**src/rtl/psoc_audio_dma_pkg.sv**
```systemverilog
// Shared types and constants for the audio ring-buffer DMA.
package psoc_audio_dma_pkg;

    localparam int unsigned SAMPLE_W    = 24;
    localparam int unsigned FIFO_DATA_W = 2 * SAMPLE_W;
    localparam int unsigned ADDR_W      = 32;

    typedef enum logic [2:0] {
        StIdle,
        StStart,
        StRdL,
        StRdR,
        StPush
    } state_e;

endpackage

```
**src/rtl/psoc_audio_dma_if.sv**
```systemverilog
// Control, FIFO write side and Wishbone master signals of the audio DMA.
interface psoc_audio_dma_if #(
    parameter int unsigned FIFO_LEN_BITS = 8,
    parameter int unsigned IDX_W         = 16
);
    import psoc_audio_dma_pkg::*;

    logic                     enable;
    logic [ADDR_W-1:0]        base_addr;
    logic [IDX_W-1:0]         ring_len;
    logic                     fifo_low;
    logic                     fifo_full;
    logic [FIFO_LEN_BITS:0]   fifo_level;
    logic [FIFO_DATA_W-1:0]   fifo_data_o;
    logic                     fifo_write_o;
    logic [ADDR_W-1:0]        wbm_adr_o;
    logic [31:0]              wbm_dat_i;
    logic                     wbm_cyc_o;
    logic                     wbm_stb_o;
    logic                     wbm_we_o;
    logic [3:0]               wbm_sel_o;
    logic                     wbm_ack_i;
    logic                     wbm_err_i;
    logic                     busy;
    logic                     bus_err;
    logic                     wrap_pulse;
    logic [IDX_W-1:0]         cur_idx;

    modport master (
        input  enable, base_addr, ring_len, fifo_low, fifo_full, fifo_level,
        input  wbm_dat_i, wbm_ack_i, wbm_err_i,
        output fifo_data_o, fifo_write_o, wbm_adr_o, wbm_cyc_o, wbm_stb_o, wbm_we_o, wbm_sel_o,
        output busy, bus_err, wrap_pulse, cur_idx
    );

    modport slave (
        output enable, base_addr, ring_len, fifo_low, fifo_full, fifo_level,
        output wbm_dat_i, wbm_ack_i, wbm_err_i,
        input  fifo_data_o, fifo_write_o, wbm_adr_o, wbm_cyc_o, wbm_stb_o, wbm_we_o, wbm_sel_o,
        input  busy, bus_err, wrap_pulse, cur_idx
    );

endinterface

```
**src/rtl/psoc_audio_dma_addr.sv**
```systemverilog
// Ring index wrap and sample word address generation.
module psoc_audio_dma_addr
    import psoc_audio_dma_pkg::*;
#(
    parameter int unsigned IDX_W = 16
) (
    input  logic [ADDR_W-1:0] i_base,
    input  logic [IDX_W-1:0]  i_idx,
    input  logic [IDX_W-1:0]  i_len,
    input  logic              i_right,
    output logic [ADDR_W-1:0] o_adr,
    output logic [IDX_W-1:0]  o_idx_nxt,
    output logic              o_wrap
);

    // idx*8 + 4*right, kept IDX_W+3 bits wide and zero-extended
    logic [IDX_W+2:0] w_off;

    assign w_off     = {i_idx, i_right, 2'b00};
    assign o_adr     = i_base + ADDR_W'(w_off);
    assign o_wrap    = (i_idx == i_len - IDX_W'(1));
    assign o_idx_nxt = o_wrap ? '0 : i_idx + IDX_W'(1);

endmodule

```
**src/rtl/psoc_audio_dma.sv**
```systemverilog
// Wishbone read master that refills the audio sample FIFO from a stereo ring buffer in memory.
module psoc_audio_dma
    import psoc_audio_dma_pkg::*;
#(
    parameter int unsigned FIFO_LEN_BITS = 8,
    parameter int unsigned BURST_MAX     = 16,
    parameter int unsigned IDX_W         = 16
) (
    input  logic             clk,
    input  logic             rstn,
    psoc_audio_dma_if.master bus
);

    localparam int unsigned CNT_W  = FIFO_LEN_BITS + 1;
    localparam int unsigned FREE_W = FIFO_LEN_BITS + 2;

    state_e              r_state, w_state_nxt;
    logic                r_enable_q, r_bus_err;
    logic [ADDR_W-1:0]   r_base, w_adr;
    logic [IDX_W-1:0]    r_len, r_idx, w_idx_nxt;
    logic [CNT_W-1:0]    r_burst, w_burst_init;
    logic [FREE_W-1:0]   w_free;
    logic [SAMPLE_W-1:0] r_left, r_right;
    logic                w_wrap, w_rd, w_more, w_rise, w_unused;

    assign w_rise       = bus.enable & ~r_enable_q;
    assign w_rd         = (r_state == StRdL) || (r_state == StRdR);
    assign w_more       = (r_burst > CNT_W'(1)) && bus.enable;
    assign w_free       = FREE_W'(2 ** FIFO_LEN_BITS) - FREE_W'(bus.fifo_level);
    assign w_burst_init = (w_free > FREE_W'(BURST_MAX)) ? CNT_W'(BURST_MAX) : CNT_W'(w_free);
    assign w_unused     = ^{bus.wbm_dat_i[31:SAMPLE_W], bus.base_addr[2:0]};

    psoc_audio_dma_addr #(
        .IDX_W (IDX_W)
    ) u_addr (
        .i_base    (r_base),
        .i_idx     (r_idx),
        .i_len     (r_len),
        .i_right   (r_state == StRdR),
        .o_adr     (w_adr),
        .o_idx_nxt (w_idx_nxt),
        .o_wrap    (w_wrap)
    );

    // r_enable_q gates the start so a freshly latched config is used
    always_comb begin
        w_state_nxt = r_state;
        unique case (r_state)
            StIdle: begin
                if (bus.enable && r_enable_q && !r_bus_err && (r_len != '0) &&
                    bus.fifo_low && !bus.fifo_full) begin
                    w_state_nxt = StStart;
                end
            end
            StStart: w_state_nxt = (w_burst_init == '0) ? StIdle : StRdL;
            StRdL: begin
                if (bus.wbm_err_i)      w_state_nxt = StIdle;
                else if (bus.wbm_ack_i) w_state_nxt = StRdR;
            end
            StRdR: begin
                if (bus.wbm_err_i)      w_state_nxt = StIdle;
                else if (bus.wbm_ack_i) w_state_nxt = StPush;
            end
            StPush:  w_state_nxt = w_more ? StRdL : StIdle;
            default: w_state_nxt = StIdle;
        endcase
    end

    always_ff @(posedge clk or negedge rstn) begin
        if (!rstn) begin
            r_state    <= StIdle;
            r_enable_q <= 1'b0;
            r_bus_err  <= 1'b0;
            r_base     <= '0;
            r_len      <= '0;
            r_idx      <= '0;
            r_burst    <= '0;
            r_left     <= '0;
            r_right    <= '0;
        end else begin
            r_state    <= w_state_nxt;
            r_enable_q <= bus.enable;
            if (w_rise && (r_state == StIdle)) begin
                r_base <= {bus.base_addr[ADDR_W-1:3], 3'b000};
                r_len  <= bus.ring_len;
                r_idx  <= '0;
            end
            if (w_rd && bus.wbm_err_i) begin
                r_bus_err <= 1'b1;
            end else if (!bus.enable) begin
                r_bus_err <= 1'b0;
            end
            if (r_state == StStart) begin
                r_burst <= w_burst_init;
            end
            if ((r_state == StRdL) && bus.wbm_ack_i && !bus.wbm_err_i) begin
                r_left <= bus.wbm_dat_i[SAMPLE_W-1:0];
            end
            if ((r_state == StRdR) && bus.wbm_ack_i && !bus.wbm_err_i) begin
                r_right <= bus.wbm_dat_i[SAMPLE_W-1:0];
            end
            if (r_state == StPush) begin
                r_idx   <= w_idx_nxt;
                r_burst <= r_burst - CNT_W'(1);
            end
        end
    end

    assign bus.wbm_cyc_o    = w_rd || ((r_state == StPush) && w_more);
    assign bus.wbm_stb_o    = w_rd;
    assign bus.wbm_adr_o    = w_rd ? w_adr : '0;
    assign bus.wbm_we_o     = 1'b0;
    assign bus.wbm_sel_o    = 4'hF;
    assign bus.fifo_write_o = (r_state == StPush);
    assign bus.fifo_data_o  = (r_state == StPush) ? {r_right, r_left} : '0;
    assign bus.wrap_pulse   = (r_state == StPush) && w_wrap;
    assign bus.busy         = (r_state != StIdle);
    assign bus.bus_err      = r_bus_err;
    assign bus.cur_idx      = r_idx;

endmodule

```
**src/flat_wrapper.sv**
```systemverilog
// flat-port wrapper written by rule: the top's interface ports become plain ports
module psoc_audio_dma_flat import psoc_audio_dma_pkg::*;
#(
    parameter int unsigned FIFO_LEN_BITS = 8,
    parameter int unsigned BURST_MAX     = 16,
    parameter int unsigned IDX_W         = 16
)
  (clk, rstn, bus_enable, bus_base_addr, bus_ring_len, bus_fifo_low, bus_fifo_full, bus_fifo_level, bus_wbm_dat_i, bus_wbm_ack_i, bus_wbm_err_i, bus_fifo_data_o, bus_fifo_write_o, bus_wbm_adr_o, bus_wbm_cyc_o, bus_wbm_stb_o, bus_wbm_we_o, bus_wbm_sel_o, bus_busy, bus_bus_err, bus_wrap_pulse, bus_cur_idx);
  psoc_audio_dma_if #(.FIFO_LEN_BITS(FIFO_LEN_BITS), .IDX_W(IDX_W)) bus_i ();
  input  logic clk;
  input  logic rstn;
  input wire logic [$bits(bus_i.enable)-1:0] bus_enable;
  input wire logic [$bits(bus_i.base_addr)-1:0] bus_base_addr;
  input wire logic [$bits(bus_i.ring_len)-1:0] bus_ring_len;
  input wire logic [$bits(bus_i.fifo_low)-1:0] bus_fifo_low;
  input wire logic [$bits(bus_i.fifo_full)-1:0] bus_fifo_full;
  input wire logic [$bits(bus_i.fifo_level)-1:0] bus_fifo_level;
  input wire logic [$bits(bus_i.wbm_dat_i)-1:0] bus_wbm_dat_i;
  input wire logic [$bits(bus_i.wbm_ack_i)-1:0] bus_wbm_ack_i;
  input wire logic [$bits(bus_i.wbm_err_i)-1:0] bus_wbm_err_i;
  output wire logic [$bits(bus_i.fifo_data_o)-1:0] bus_fifo_data_o;
  output wire logic [$bits(bus_i.fifo_write_o)-1:0] bus_fifo_write_o;
  output wire logic [$bits(bus_i.wbm_adr_o)-1:0] bus_wbm_adr_o;
  output wire logic [$bits(bus_i.wbm_cyc_o)-1:0] bus_wbm_cyc_o;
  output wire logic [$bits(bus_i.wbm_stb_o)-1:0] bus_wbm_stb_o;
  output wire logic [$bits(bus_i.wbm_we_o)-1:0] bus_wbm_we_o;
  output wire logic [$bits(bus_i.wbm_sel_o)-1:0] bus_wbm_sel_o;
  output wire logic [$bits(bus_i.busy)-1:0] bus_busy;
  output wire logic [$bits(bus_i.bus_err)-1:0] bus_bus_err;
  output wire logic [$bits(bus_i.wrap_pulse)-1:0] bus_wrap_pulse;
  output wire logic [$bits(bus_i.cur_idx)-1:0] bus_cur_idx;
  assign bus_i.enable = bus_enable;
  assign bus_i.base_addr = bus_base_addr;
  assign bus_i.ring_len = bus_ring_len;
  assign bus_i.fifo_low = bus_fifo_low;
  assign bus_i.fifo_full = bus_fifo_full;
  assign bus_i.fifo_level = bus_fifo_level;
  assign bus_i.wbm_dat_i = bus_wbm_dat_i;
  assign bus_i.wbm_ack_i = bus_wbm_ack_i;
  assign bus_i.wbm_err_i = bus_wbm_err_i;
  assign bus_fifo_data_o = bus_i.fifo_data_o;
  assign bus_fifo_write_o = bus_i.fifo_write_o;
  assign bus_wbm_adr_o = bus_i.wbm_adr_o;
  assign bus_wbm_cyc_o = bus_i.wbm_cyc_o;
  assign bus_wbm_stb_o = bus_i.wbm_stb_o;
  assign bus_wbm_we_o = bus_i.wbm_we_o;
  assign bus_wbm_sel_o = bus_i.wbm_sel_o;
  assign bus_busy = bus_i.busy;
  assign bus_bus_err = bus_i.bus_err;
  assign bus_wrap_pulse = bus_i.wrap_pulse;
  assign bus_cur_idx = bus_i.cur_idx;
  psoc_audio_dma #(.FIFO_LEN_BITS(FIFO_LEN_BITS), .BURST_MAX(BURST_MAX), .IDX_W(IDX_W)) u_core (.clk(clk), .rstn(rstn), .bus(bus_i));
endmodule
```
**config.mk**
```make
export PLATFORM = sky130hd
export DESIGN_NAME = psoc_audio_dma_flat
export DESIGN_NICKNAME = d
export VERILOG_FILES = /design/src/rtl/psoc_audio_dma_pkg.sv /design/src/rtl/psoc_audio_dma_if.sv /design/src/rtl/psoc_audio_dma_addr.sv /design/src/rtl/psoc_audio_dma.sv /design/src/flat_wrapper.sv
export SDC_FILE = /design/constraint.sdc
export NUM_CORES = 1
export LEC_CHECK = 0
export ABC_CLOCK_PERIOD_IN_PS = 4200
export BUFFER_PORTS_ARGS = -buffer_cell sky130_fd_sc_hd__buf_4
export CAP_MARGIN = 15
export CORE_UTILIZATION = 30
export CTS_CLUSTER_SIZE = 28
export DETAILED_ROUTE_END_ITERATION = 8
export PLACE_DENSITY_LB_ADDON = 0.12
export SKIP_CTS_REPAIR_TIMING = 1
export SYNTH_ARGS = -nofsm -noshare
export SYNTH_HDL_FRONTEND = slang
export SYNTH_HIERARCHICAL = 1
export SYNTH_SLANG_ARGS = --single-unit
```
**constraint.sdc**
```tcl
create_clock -name clk -period 4.2 [get_ports clk]
set_input_delay 0 -clock clk [delete_from_list [all_inputs] [get_ports clk]]
set_output_delay 0 -clock clk [all_outputs]
set_load 0.02 [all_outputs]
```
==> impl_metrics.json <==
{
  "outcome": "complete, no violations",
  "hold_ws_ns": 0.0839,
  "rsz0062_at_grt": "no",
  "filler_cell_count": 2525,
  "root_buffer": "clkbuf_16",
  "ys.flop_type": "dfrtp_1",
  "ios": 203,
  "finalCritPeriodShare_pct": 85.8,
  "drt_first_pass_iters": 5,
  "grt_max_degree": 57,
  "finish.net_count": 1152,
  "crit_fanout": 10,
  "powerDensity_nw_per_um2": 407,
  "dp_hpwl_um": 15100,
  "cts_buffers": 17,
  "yosysSeqAreaShare_pct": 40.2,
  "worstPathRequired_ns": 4.20,
  "setup_tns_ns": 0,
  "gp_congestion": 0.755,
  "yosysTopAreaCell": "dfrtp_1",
  "htreeDepth": 4,
  "syn_avg_cell_area_sq_um": 9.85,
  "worstHoldPathCells": 5,
  "multi_input_area_sq_um": 4350,
  "wire_per_inst_um": 15.7,
  "end_kind": "primary output",
  "combPwrFrac_pct": 26.0,
  "grt_pass1_wl_um": 33600,
  "drv_slew": 0,
  "ctsLongestPathBuffers": 2,
  "synth_top_area_share_pct": 40.2,
  "utilization_pct": 42.7,
  "antenna_found_initial": 0,
  "dieArea_sq_um": 26200,
  "clk_pin_slew_ns": 0.06,
  "cts_sinks": 123,
  "min_to": "u_core/r_burst[3]",
  "synthArstFlopShare_pct": 100,
  "synth_edf_count": 0,
  "worstSetupPathType": "reg -> out",
  "synthTopCellsByArea": "dfrtp_1, mux2_2, mux2_1",
  "startpoint_type": "flip-flop",
  "hp-start": "bus_fifo_level[8]",
  "reg2reg_to": "u_core/bus.cur_idx[15]",
  "yosysMostFrequentCell": "dfrtp_1",
  "rr_startpoint": "u_core/r_len[0]",
  "cts_tree": "done",
  "vias_per_cell": 4.75,
  "drv_cap": 0,
  "ant_nets": 0,
  "synthCells": 777,
  "r2r_cells": 11,
  "hold_viol": 0,
  "route.vias.total": 6525,
  "power.total_w": 0.00436,
  "swShare_pct": 32.9,
  "grt_pass1_vias": 6065,
  "die_w_um": 162,
  "drt_iter0_markers": 319,
  "hold_class": "in -> reg",
  "relSlewSlack_pct": 39.5,
  "ys_top_cells_by_count": "dfrtp_1, nand2_1, mux2_2",
  "seq_area_sq_um": 3080,
  "antenna_cells": 0,
  "yosys_warnings": 6,
  "max_freq_ghz": 0.278,
  "r2r_slack_ns": 1.11,
  "fin_cells": 1375,
  "synth_seq_cells": 123,
  "finalSetupViolCount": 0,
  "seqPwrFrac_pct": 39.6,
  "die_h_um": 162,
  "ir_drop_v": 0.000228,
  "skew_ns": 0.0136,
  "ys_types": 76,
  "p_sw_w": 0.00143,
  "clk_latency_ns": 0.42,
  "p_leak_nw": 5.25,
  "placementRows": 58,
  "drt-total-wl_um": 21600,
  "dp.cells": 1266,
  "drive_above_1_share_pct": 29.2,
  "worst_slew_pin_slew_ns": 0.906,
  "area_growth_pct": 40.0,
  "fin_crit_ns": 3.60,
  "synth_area_sq_um": 7660,
  "coreArea_sq_um": 25100,
  "grt_use_total_pct": 16.5,
  "start_util_pct": 30.5,
  "drc": 0,
  "port_buffers": 184,
  "power.internal_w": 0.00293,
  "gr-total-overflow": 0,
  "crit_arrival_ns": 3.60,
  "p_clk_share_pct": 34.4
}
how the worst max path moves through the flow:
stage | endpoint | startpoint | slack, ns
2_1_floorplan | bus_wbm_adr_o[24] | u_core/bus.cur_idx[0] | 1.63
6_report | bus_wbm_adr_o[24] | u_core/bus.cur_idx[0] | 0.60
4_1_cts | bus_wbm_adr_o[24] | u_core/bus.cur_idx[0] | 0.58
3_3_place_gp | bus_wbm_adr_o[24] | u_core/bus.cur_idx[0] | 1.05
5_1_grt | bus_wbm_adr_o[24] | u_core/bus.cur_idx[0] | 0.34
3_5_place_dp | bus_wbm_adr_o[24] | u_core/bus.cur_idx[0] | 1.05
layout make-up:
cell class              instances  share of cell area (%)
clock buffers                  17                    3.97
inverters                      14                   0.490
flip-flops and latches        123                    28.7
well taps                     330                    3.85
repair buffers                272                    20.8
clock inverters                15                    1.54
multi-input cells             604                    40.6
state kept, by name (all words and copies together) (netlist names):
name,count
u_core/r_left,24
u_core/bus.bus_err,1
u_core/r_burst,9
u_core/r_enable_q,1
u_core/r_state,3
u_core/bus.cur_idx,16
u_core/r_len,16
u_core/r_right,24
u_core/r_base,29
metal layers:
metal	GRT usage [%]	up-vias	part of all wire [%]	wire, um
met3	4.14	10	3.8	827
met4	3.52	0	0.68	148
met5	0	-	0	0
met1	22.0	3147	47	10200
li1	-	3244	-	-
met2	26.9	124	48	10400
through the flow:
step,area (sq um),setup slack [ns]
after floorplan,7680,1.63
after CTS,9950,0.577
final,10700,0.597
after global placement,9360,1.05
after detailed placement,9360,1.05
after global routing,10700,0.337
cell usage in the layout, fill, tap and decap left out, types with 10 or more instances in the layout:
cell type	count
a21o_1	10
a21oi_1	25
and2_1	35
and3_1	58
buf_4	195
clkbuf_16	17
dfrtp_1	123
dlygate4sd3_1	77
ha_1	23
inv_1	13
mux2_1	37
mux2_2	59
nand2_1	71
nand3_1	35
nor2_1	52
nor2b_1	12
o21ai_0	17
xnor2_1	30
xor2_1	30
worst max-delay path, stage by stage, from the launching register on:
cell      delay [ns]
dfrtp_1         0.36
buf_4           0.18
fa_1            0.45
a21o_1          0.20
a221oi_1        0.54
nor2_1          0.15
o21ai_0         0.39
o22ai_1         0.32
nand3_1         0.18
xnor2_1         0.13
and2_1          0.14
buf_4           0.14
cells by family (layout without fill, tap and decap cells):
group / after synthesis / count (layout) / share of synthesized area, %
compound gates: 88 / 88 / 7.78
xor+xnor: 60 / 60 / 6.86
fa+ha+maj: 24 / 24 / 4.02
buf+inv: 56 / 318 / 3.43
flops: 123 / 123 / 40.2
mux: 102 / 102 / 14.9
other cells: 2 / 8 / 0.0981
simple gates: 322 / 322 / 22.7
power by group through the flow:
stage | Clock [W] | Sequential (W) | Combinational, W
final | 0.00150 | 0.00173 | 0.00113
after global routing | 0.00161 | 0.00177 | 0.00125
after CTS | 0.00155 | 0.00172 | 0.00109
after detailed placement | 0 | 0.00174 | 0.00108
after global placement | 0 | 0.00174 | 0.00107
after floorplan | 0 | 0.00167 | 0.000776
Power figures use the tool's default switching activity.
